===== src/rtl/iq_packer_pkg.sv =====
// Shared constants and helpers for the I/Q quantize-and-pack datapath.
package iq_packer_pkg;

  // Legal quantizer widths: sign only, sign+magnitude flag, coarse 4-bit
  localparam int Q_SIGN    = 1;
  localparam int Q_SIGNMAG = 2;
  localparam int Q_COARSE  = 4;

  // Number of set bits in a channel mask (masks up to 32 channels)
  function automatic int unsigned popcount(input logic [31:0] v);
    int unsigned n;
    n = 0;
    for (int i = 0; i < 32; i++) begin
      n = n + {31'd0, v[i]};
    end
    return n;
  endfunction

endpackage


===== src/rtl/iq_lane_quant.sv =====
// One I or Q lane: DC correction with saturation (stage 1), then
// quantization to QBITS bits (stage 2). Registers only load on their strobe.
module iq_lane_quant
  import iq_packer_pkg::*;
#(
  parameter int IN_W  = 8,
  parameter int QBITS = 2
) (
  input  logic              clk,
  input  logic              reset,
  input  logic              load1,
  input  logic              load2,
  input  logic [IN_W-1:0]   sample,
  input  logic [IN_W-1:0]   dc,
  input  logic [IN_W-2:0]   thresh,
  output logic [QBITS-1:0]  code,
  output logic              sat
);

  localparam logic [IN_W-1:0] MAX_V = {1'b0, {(IN_W-1){1'b1}}};
  localparam logic [IN_W-1:0] MIN_V = {1'b1, {(IN_W-1){1'b0}}};

  logic [IN_W:0]      sum;
  logic [IN_W-1:0]    s_next;
  logic               sat_next;
  logic [IN_W-1:0]    s_reg;
  logic [QBITS-1:0]   code_next;

  // Widened add; the top two bits disagree exactly when the result overflows
  always_comb begin
    sum      = {sample[IN_W-1], sample} + {dc[IN_W-1], dc};
    sat_next = sum[IN_W] ^ sum[IN_W-1];
    s_next   = sum[IN_W-1:0];
    if (sat_next) begin
      s_next = sum[IN_W] ? MIN_V : MAX_V;
    end
  end

  // Stage 1: corrected, saturated sample plus its saturation flag
  always_ff @(posedge clk or posedge reset) begin
    if (reset) begin
      s_reg <= '0;
      sat   <= 1'b0;
    end else if (load1) begin
      s_reg <= s_next;
      sat   <= sat_next;
    end
  end

  generate
    if (QBITS == Q_SIGN) begin : g_sign
      assign code_next = s_reg[IN_W-1];
    end else if (QBITS == Q_SIGNMAG) begin : g_signmag
      // Magnitude kept unsigned at IN_W bits so the most negative value maps to 2^(IN_W-1)
      logic [IN_W-1:0] mag;
      assign mag       = s_reg[IN_W-1] ? (~s_reg + IN_W'(1)) : s_reg;
      assign code_next = {s_reg[IN_W-1], (mag >= {1'b0, thresh})};
    end else begin : g_coarse
      assign code_next = s_reg[IN_W-1 -: QBITS];
    end
  endgenerate

  // Stage 2: quantized code for this lane
  always_ff @(posedge clk or posedge reset) begin
    if (reset) begin
      code <= '0;
    end else if (load2) begin
      code <= code_next;
    end
  end

endmodule


===== src/rtl/iq_packer.sv =====
// Multi-channel I/Q quantizer and bit packer: corrects and quantizes every
// lane, concatenates the enabled channels and emits OUT_W-bit words.
module iq_packer
  import iq_packer_pkg::*;
#(
  parameter int NCH   = 4,
  parameter int IN_W  = 8,
  parameter int QBITS = 2,
  parameter int OUT_W = 16
) (
  input  logic                clk,
  input  logic                reset,
  input  logic                enable,
  input  logic                in_valid,
  input  logic [NCH*IN_W-1:0] in_i,
  input  logic [NCH*IN_W-1:0] in_q,
  input  logic [NCH*IN_W-1:0] dc_i,
  input  logic [NCH*IN_W-1:0] dc_q,
  input  logic [NCH-1:0]      ch_mask,
  input  logic [IN_W-2:0]     thresh,
  input  logic                sat_clear,
  output logic [OUT_W-1:0]    out_data,
  output logic                out_valid,
  output logic                sat_flag,
  output logic [15:0]         word_count
);

  localparam int LANES = 2 * NCH;
  localparam int SW    = LANES * QBITS;
  localparam int CW    = 2 * OUT_W;
  localparam int FW    = $clog2(CW + 1);

  generate
    if (SW > OUT_W) begin : g_bad_width
      $error("iq_packer: NCH*2*QBITS must not exceed OUT_W");
    end
    if (QBITS != Q_SIGN && QBITS != Q_SIGNMAG && QBITS != Q_COARSE) begin : g_bad_qbits
      $error("iq_packer: QBITS must be 1, 2 or 4");
    end
    if (NCH > 32) begin : g_bad_nch
      $error("iq_packer: NCH must not exceed 32");
    end
  endgenerate

  logic                enable_prev_reg;
  logic [NCH-1:0]      mask_l_reg;
  logic                s1_valid_reg;
  logic                s2_valid_reg;
  logic                load1;
  logic                load2;
  logic [QBITS-1:0]    code_lane [LANES];
  logic [LANES-1:0]    sat_lane;
  logic [LANES-1:0]    lane_mask;
  logic                new_sat;
  logic [SW-1:0]       sample_vec;
  logic [FW-1:0]       sample_bits;
  logic [OUT_W-1:0]    acc_reg;
  logic [FW-1:0]       fill_reg;
  logic [FW-1:0]       total;
  logic [CW-1:0]       merged;
  logic                word_done;

  assign load1 = enable & in_valid;
  assign load2 = enable & s1_valid_reg;

  // Pipeline valids and the channel mask captured on the enable rising edge
  always_ff @(posedge clk or posedge reset) begin
    if (reset) begin
      enable_prev_reg <= 1'b0;
      mask_l_reg      <= '0;
      s1_valid_reg    <= 1'b0;
      s2_valid_reg    <= 1'b0;
    end else begin
      enable_prev_reg <= enable;
      if (enable && !enable_prev_reg) begin
        mask_l_reg <= ch_mask;
      end
      s1_valid_reg <= load1;
      s2_valid_reg <= load2;
    end
  end

  // Lane 2k is channel k's I, lane 2k+1 its Q
  generate
    for (genvar gi = 0; gi < NCH; gi++) begin : g_chan
      assign lane_mask[2*gi]   = mask_l_reg[gi];
      assign lane_mask[2*gi+1] = mask_l_reg[gi];

      iq_lane_quant #(.IN_W(IN_W), .QBITS(QBITS)) u_lane_i (
        .clk    (clk),
        .reset  (reset),
        .load1  (load1),
        .load2  (load2),
        .sample (in_i[gi*IN_W +: IN_W]),
        .dc     (dc_i[gi*IN_W +: IN_W]),
        .thresh (thresh),
        .code   (code_lane[2*gi]),
        .sat    (sat_lane[2*gi])
      );

      iq_lane_quant #(.IN_W(IN_W), .QBITS(QBITS)) u_lane_q (
        .clk    (clk),
        .reset  (reset),
        .load1  (load1),
        .load2  (load2),
        .sample (in_q[gi*IN_W +: IN_W]),
        .dc     (dc_q[gi*IN_W +: IN_W]),
        .thresh (thresh),
        .code   (code_lane[2*gi+1]),
        .sat    (sat_lane[2*gi+1])
      );
    end
  endgenerate

  assign new_sat = enable & s1_valid_reg & (|(sat_lane & lane_mask));

  // Sticky saturation flag; a fresh saturation beats a simultaneous clear
  always_ff @(posedge clk or posedge reset) begin
    if (reset) begin
      sat_flag <= 1'b0;
    end else begin
      sat_flag <= (sat_flag & ~sat_clear) | new_sat;
    end
  end

  // Compact enabled channels into a right-aligned vector, channel 0 most significant
  always_comb begin
    sample_vec = '0;
    for (int k = 0; k < NCH; k++) begin
      if (mask_l_reg[k]) begin
        sample_vec = (sample_vec << (2 * QBITS)) | SW'({code_lane[2*k], code_lane[2*k+1]});
      end
    end
    sample_bits = FW'(popcount(32'(mask_l_reg)) * 2 * QBITS);
  end

  // Place the new sample directly below the fill bits already held in the accumulator
  always_comb begin
    total     = fill_reg + sample_bits;
    merged    = {acc_reg, {OUT_W{1'b0}}} | (CW'(sample_vec) << (FW'(CW) - total));
    word_done = (total >= FW'(OUT_W));
  end

  // Packer: accumulate, emit a word once OUT_W bits are available, keep the remainder
  always_ff @(posedge clk or posedge reset) begin
    if (reset) begin
      acc_reg    <= '0;
      fill_reg   <= '0;
      out_data   <= '0;
      out_valid  <= 1'b0;
      word_count <= '0;
    end else begin
      out_valid <= 1'b0;
      if (!enable) begin
        acc_reg  <= '0;
        fill_reg <= '0;
      end else if (s2_valid_reg) begin
        if (word_done) begin
          out_data   <= merged[CW-1 -: OUT_W];
          out_valid  <= 1'b1;
          acc_reg    <= merged[OUT_W-1:0];
          fill_reg   <= total - FW'(OUT_W);
          word_count <= word_count + 16'd1;
        end else begin
          acc_reg  <= merged[CW-1 -: OUT_W];
          fill_reg <= total;
        end
      end
    end
  end

endmodule


===== config.mk =====
export PLATFORM = sky130hd
export DESIGN_NAME = iq_packer
export DESIGN_NICKNAME = d
export VERILOG_FILES = /design/src/rtl/iq_packer_pkg.sv /design/src/rtl/iq_lane_quant.sv /design/src/rtl/iq_packer.sv
export SDC_FILE = /design/constraint.sdc
export NUM_CORES = 1
export LEC_CHECK = 0
export CORE_MARGIN = 2
export CORE_UTILIZATION = 61
export DETAILED_ROUTE_END_ITERATION = 8
export DONT_BUFFER_PORTS = 1
export PLACE_DENSITY = 0.77
export SLEW_MARGIN = 20
export SYNTH_ARGS = -nofsm -noshare
export SYNTH_HDL_FRONTEND = slang
export SYNTH_SLANG_ARGS = --single-unit

===== constraint.sdc =====
create_clock -name clk -period 14 [get_ports clk]
set_clock_uncertainty 0.15 [all_clocks]
set_input_delay 1.4 -clock clk [delete_from_list [all_inputs] [get_ports clk]]
set_output_delay 1.4 -clock clk [all_outputs]
set_load 0.01 [all_outputs]

==> flow_metrics.tcl <==
set metrics [dict create \
    status "completed" \
    path_clk_slew_ps 70 \
    grt_pass1_wl_um 49440 \
    power.internal_w 0.001147 \
    port_buffers 0 \
    slew_headroom_pct 34.88 \
    viasPerCell 6.254 \
    combinationalPowerShare_pct 42.7 \
    drtPass1Iterations 6 \
    drive_gt1_share_pct 4.870 \
    critical_path.max_stage_delay_ps 900 \
    cellLeakagePower_nw 5.759 \
    peakVddDrop_mv 0.07256 \
    drc 0 \
    cts_buffers 17 \
    power_switching_w 0.0008081 \
    cp_max_fo 29 \
    clkLatencyLatePin_ps 430 \
    vias 10810 \
    dieArea_um2 21790 \
    die_w_um 147.6 \
    whs_path_depth 2 \
    ys.flop_type "dfrtp_1" \
    coreArea_um2 20230 \
    yosysTopAreaCell "dfrtp_1" \
    p_sw_share_pct 41.34 \
    drtIter0Drc 772 \
    r2r_start "mask_l_reg[3]" \
    grt-ovfl-total 0 \
    cp.required_ps 14180 \
    placed_area_um2 12740 \
    cp.arrival_ps 5780 \
    ant_nets 0 \
    worst_setup_path_end_kind "register" \
    hpwl_um 22290 \
    die_height_um 147.6 \
    synth.area.top_cells "dfrtp_1 30%, ha_1 14%, xnor2_1 6.1%, o21ai_0 5.4%, nand2_1 4.4%" \
    crit_path_end "acc_reg[10]" \
    gp_congestion 0.9415 \
    netlist_area_um2 12580 \
    netlist.area_leader.share_pct 29.64 \
    synth-edff-count 0 \
    row_count 52 \
    fin_crit_sh_pct 39.99 \
    reg2regPathDepth 11 \
    drt_wl_total_um 29900 \
    initial_core_util_pct 62.17 \
    worstSetupPathType "reg2reg" \
    cts_sinks 149 \
    wl_per_cell_um 17.29 \
    start_kind "register" \
    slew_viol_final 0 \
    clockRootBuffer "clkbuf_16" \
    ios 178 \
    cts_buffer_depth 2 \
    synth_cells 1476 \
    startpoint "mask_l_reg[3]" \
    synth.distinct_cells 79 \
    syn_area_per_cell_um2 8.523 \
    yosysSeqAreaShare_pct 29.64 \
    cts_resized 0 \
    hold_viol_final 0 \
    fin_nets 1737 \
    cap_violations 0 \
    synth_seq_cells 149 \
    async_flop_share_pct 100.0 \
    tightest_slew_ps 969.8 \
    cts-htree-levels 4 \
    antenna_found_initial 1 \
    slowest_stage "dfrtp_1" \
    design_power_total_w 0.001955 \
    yosys_warnings 0 \
    period_minus_slack_ps 5599 \
    grt_pass1_vias 10340 \
    post_cts_buffers 0 \
    rsz0062_at_grt "no" \
    setup_tns_ps 0 \
    cts_hold_buf 0 \
    clkPwrFrac_pct 24.1 \
    max_clock_freq_mhz 178.6 \
    path_cells "inv_1 > fa_1 > inv_1 > ha_1 > ha_1 > inv_1 > ha_1 > nand2_1 > nor3_4 > nand4_1 > a31oi_1" \
    power_frac_seq_pct 33.2 \
    synth_common_cells "149 x dfrtp_1, 149 x nand2_1, 138 x ha_1" \
    grt_usage_pct 27.62 \
    final_cell_area_um2 13350 \
    grt_max_degree 76 \
    r2r_slack_ps 8400 \
    setup_viol 0 \
    fill_cells 1684 \
    power_density_nw_per_um2 146.4 \
    worstReg2RegEnd "acc_reg[10]" \
    area_growth_pct 6.147 \
    synth_fp_nets 1768 \
    cts_tree "built" \
    min_path_type "reg2reg" \
    finish.utilization_pct 65.99 \
]
[power by group through the flow]
stage	Clock [W]	Sequential, W	Combinational, W
after floorplan	0	0.000601	0.000680
after global placement	0	0.000651	0.000793
after detailed placement	0	0.000656	0.000816
after CTS	0.000476	0.000648	0.000827
after global routing	0.000496	0.000665	0.000940
final	0.000471	0.000650	0.000834
[cell type report]
| type | count | area (µm²) | share of cell area [%] |
|---|---|---|---|
| diodes | 1 | 2.502 | 0.01874 |
| clock buffers | 18 | 439.2 | 3.289 |
| clock inverters | 14 | 166.4 | 1.246 |
| inverters | 92 | 350.3 | 2.624 |
| multi-input cells | 1181 | 8298 | 62.14 |
| flip-flops and latches | 149 | 3729 | 27.92 |
| well taps | 270 | 337.8 | 2.530 |
| repair buffers | 4 | 30.03 | 0.2249 |
[worst max-delay path, delay by kind of cell (launching register included)]
kind	cells	cell delay, ps
compound gates	1	220
fa+ha+maj	4	2410
buf+inv	3	870
flops	1	900
simple gates	3	940
[layout by cell type, fill, tap and decap left out, types with 16 or more instances in the layout]
master,count
a31oi_1,17
a21oi_1,82
o21bai_1,16
o21a_1,22
nand3_1,18
xnor2_1,88
a211oi_1,34
clkbuf_16,17
ha_1,138
nor2b_1,23
a21o_1,26
nand2b_1,32
o21ai_0,135
or3_1,17
nand2_1,148
dfrtp_1,149
inv_1,85
nor3_1,28
o21ai_1,30
nor2_1,77
o22ai_1,33
[worst min path at each step]
stage | to | slack (ps) | start
2_1_floorplan | acc_reg[11] | 290 | acc_reg[11]
5_1_grt | g_chan[0].u_lane_q.sat | 350 | g_chan[0].u_lane_q.sat
6_report | g_chan[1].u_lane_i.sat | 330 | g_chan[1].u_lane_i.sat
3_3_place_gp | g_chan[1].u_lane_i.sat | 310 | g_chan[1].u_lane_i.sat
3_5_place_dp | acc_reg[9] | 310 | acc_reg[9]
4_1_cts | g_chan[1].u_lane_i.sat | 330 | g_chan[1].u_lane_i.sat
[per-stage QoR]
step / cells / worst slack (ps) / hold WS [ps]
after floorplan: 1476 / 8442 / 289.0
after global placement: 1696 / 8665 / 308.4
after detailed placement: 1696 / 8560 / 312.3
after CTS: 1728 / 8507 / 333.5
after global routing: 1728 / 8061 / 353.3
final: 1729 / 8401 / 331.8
[logic make-up (layout without fill, tap and decap cells)]
group,Yosys count,in the layout,share of synthesized area (%)
AOI/OAI and AO/OA,510,510,26.18
and+or+nand+nor,404,404,15.55
DFF,149,149,29.64
adders and majority gates,148,148,15.32
buffers and inverters,146,128,4.436
xor gates and xnor gates,101,101,7.321
muxes,18,18,1.562
other,0,1,0
[layer usage]
layer	vias to the layer above	part of all wire, %	GRT usage, %
li1	5364	-	-
met1	5082	45	37.08
met2	327	46	45.42
met3	41	6.2	5.370
met4	0	2.0	8.413
met5	-	0	0
Power figures use the tool's default switching activity.
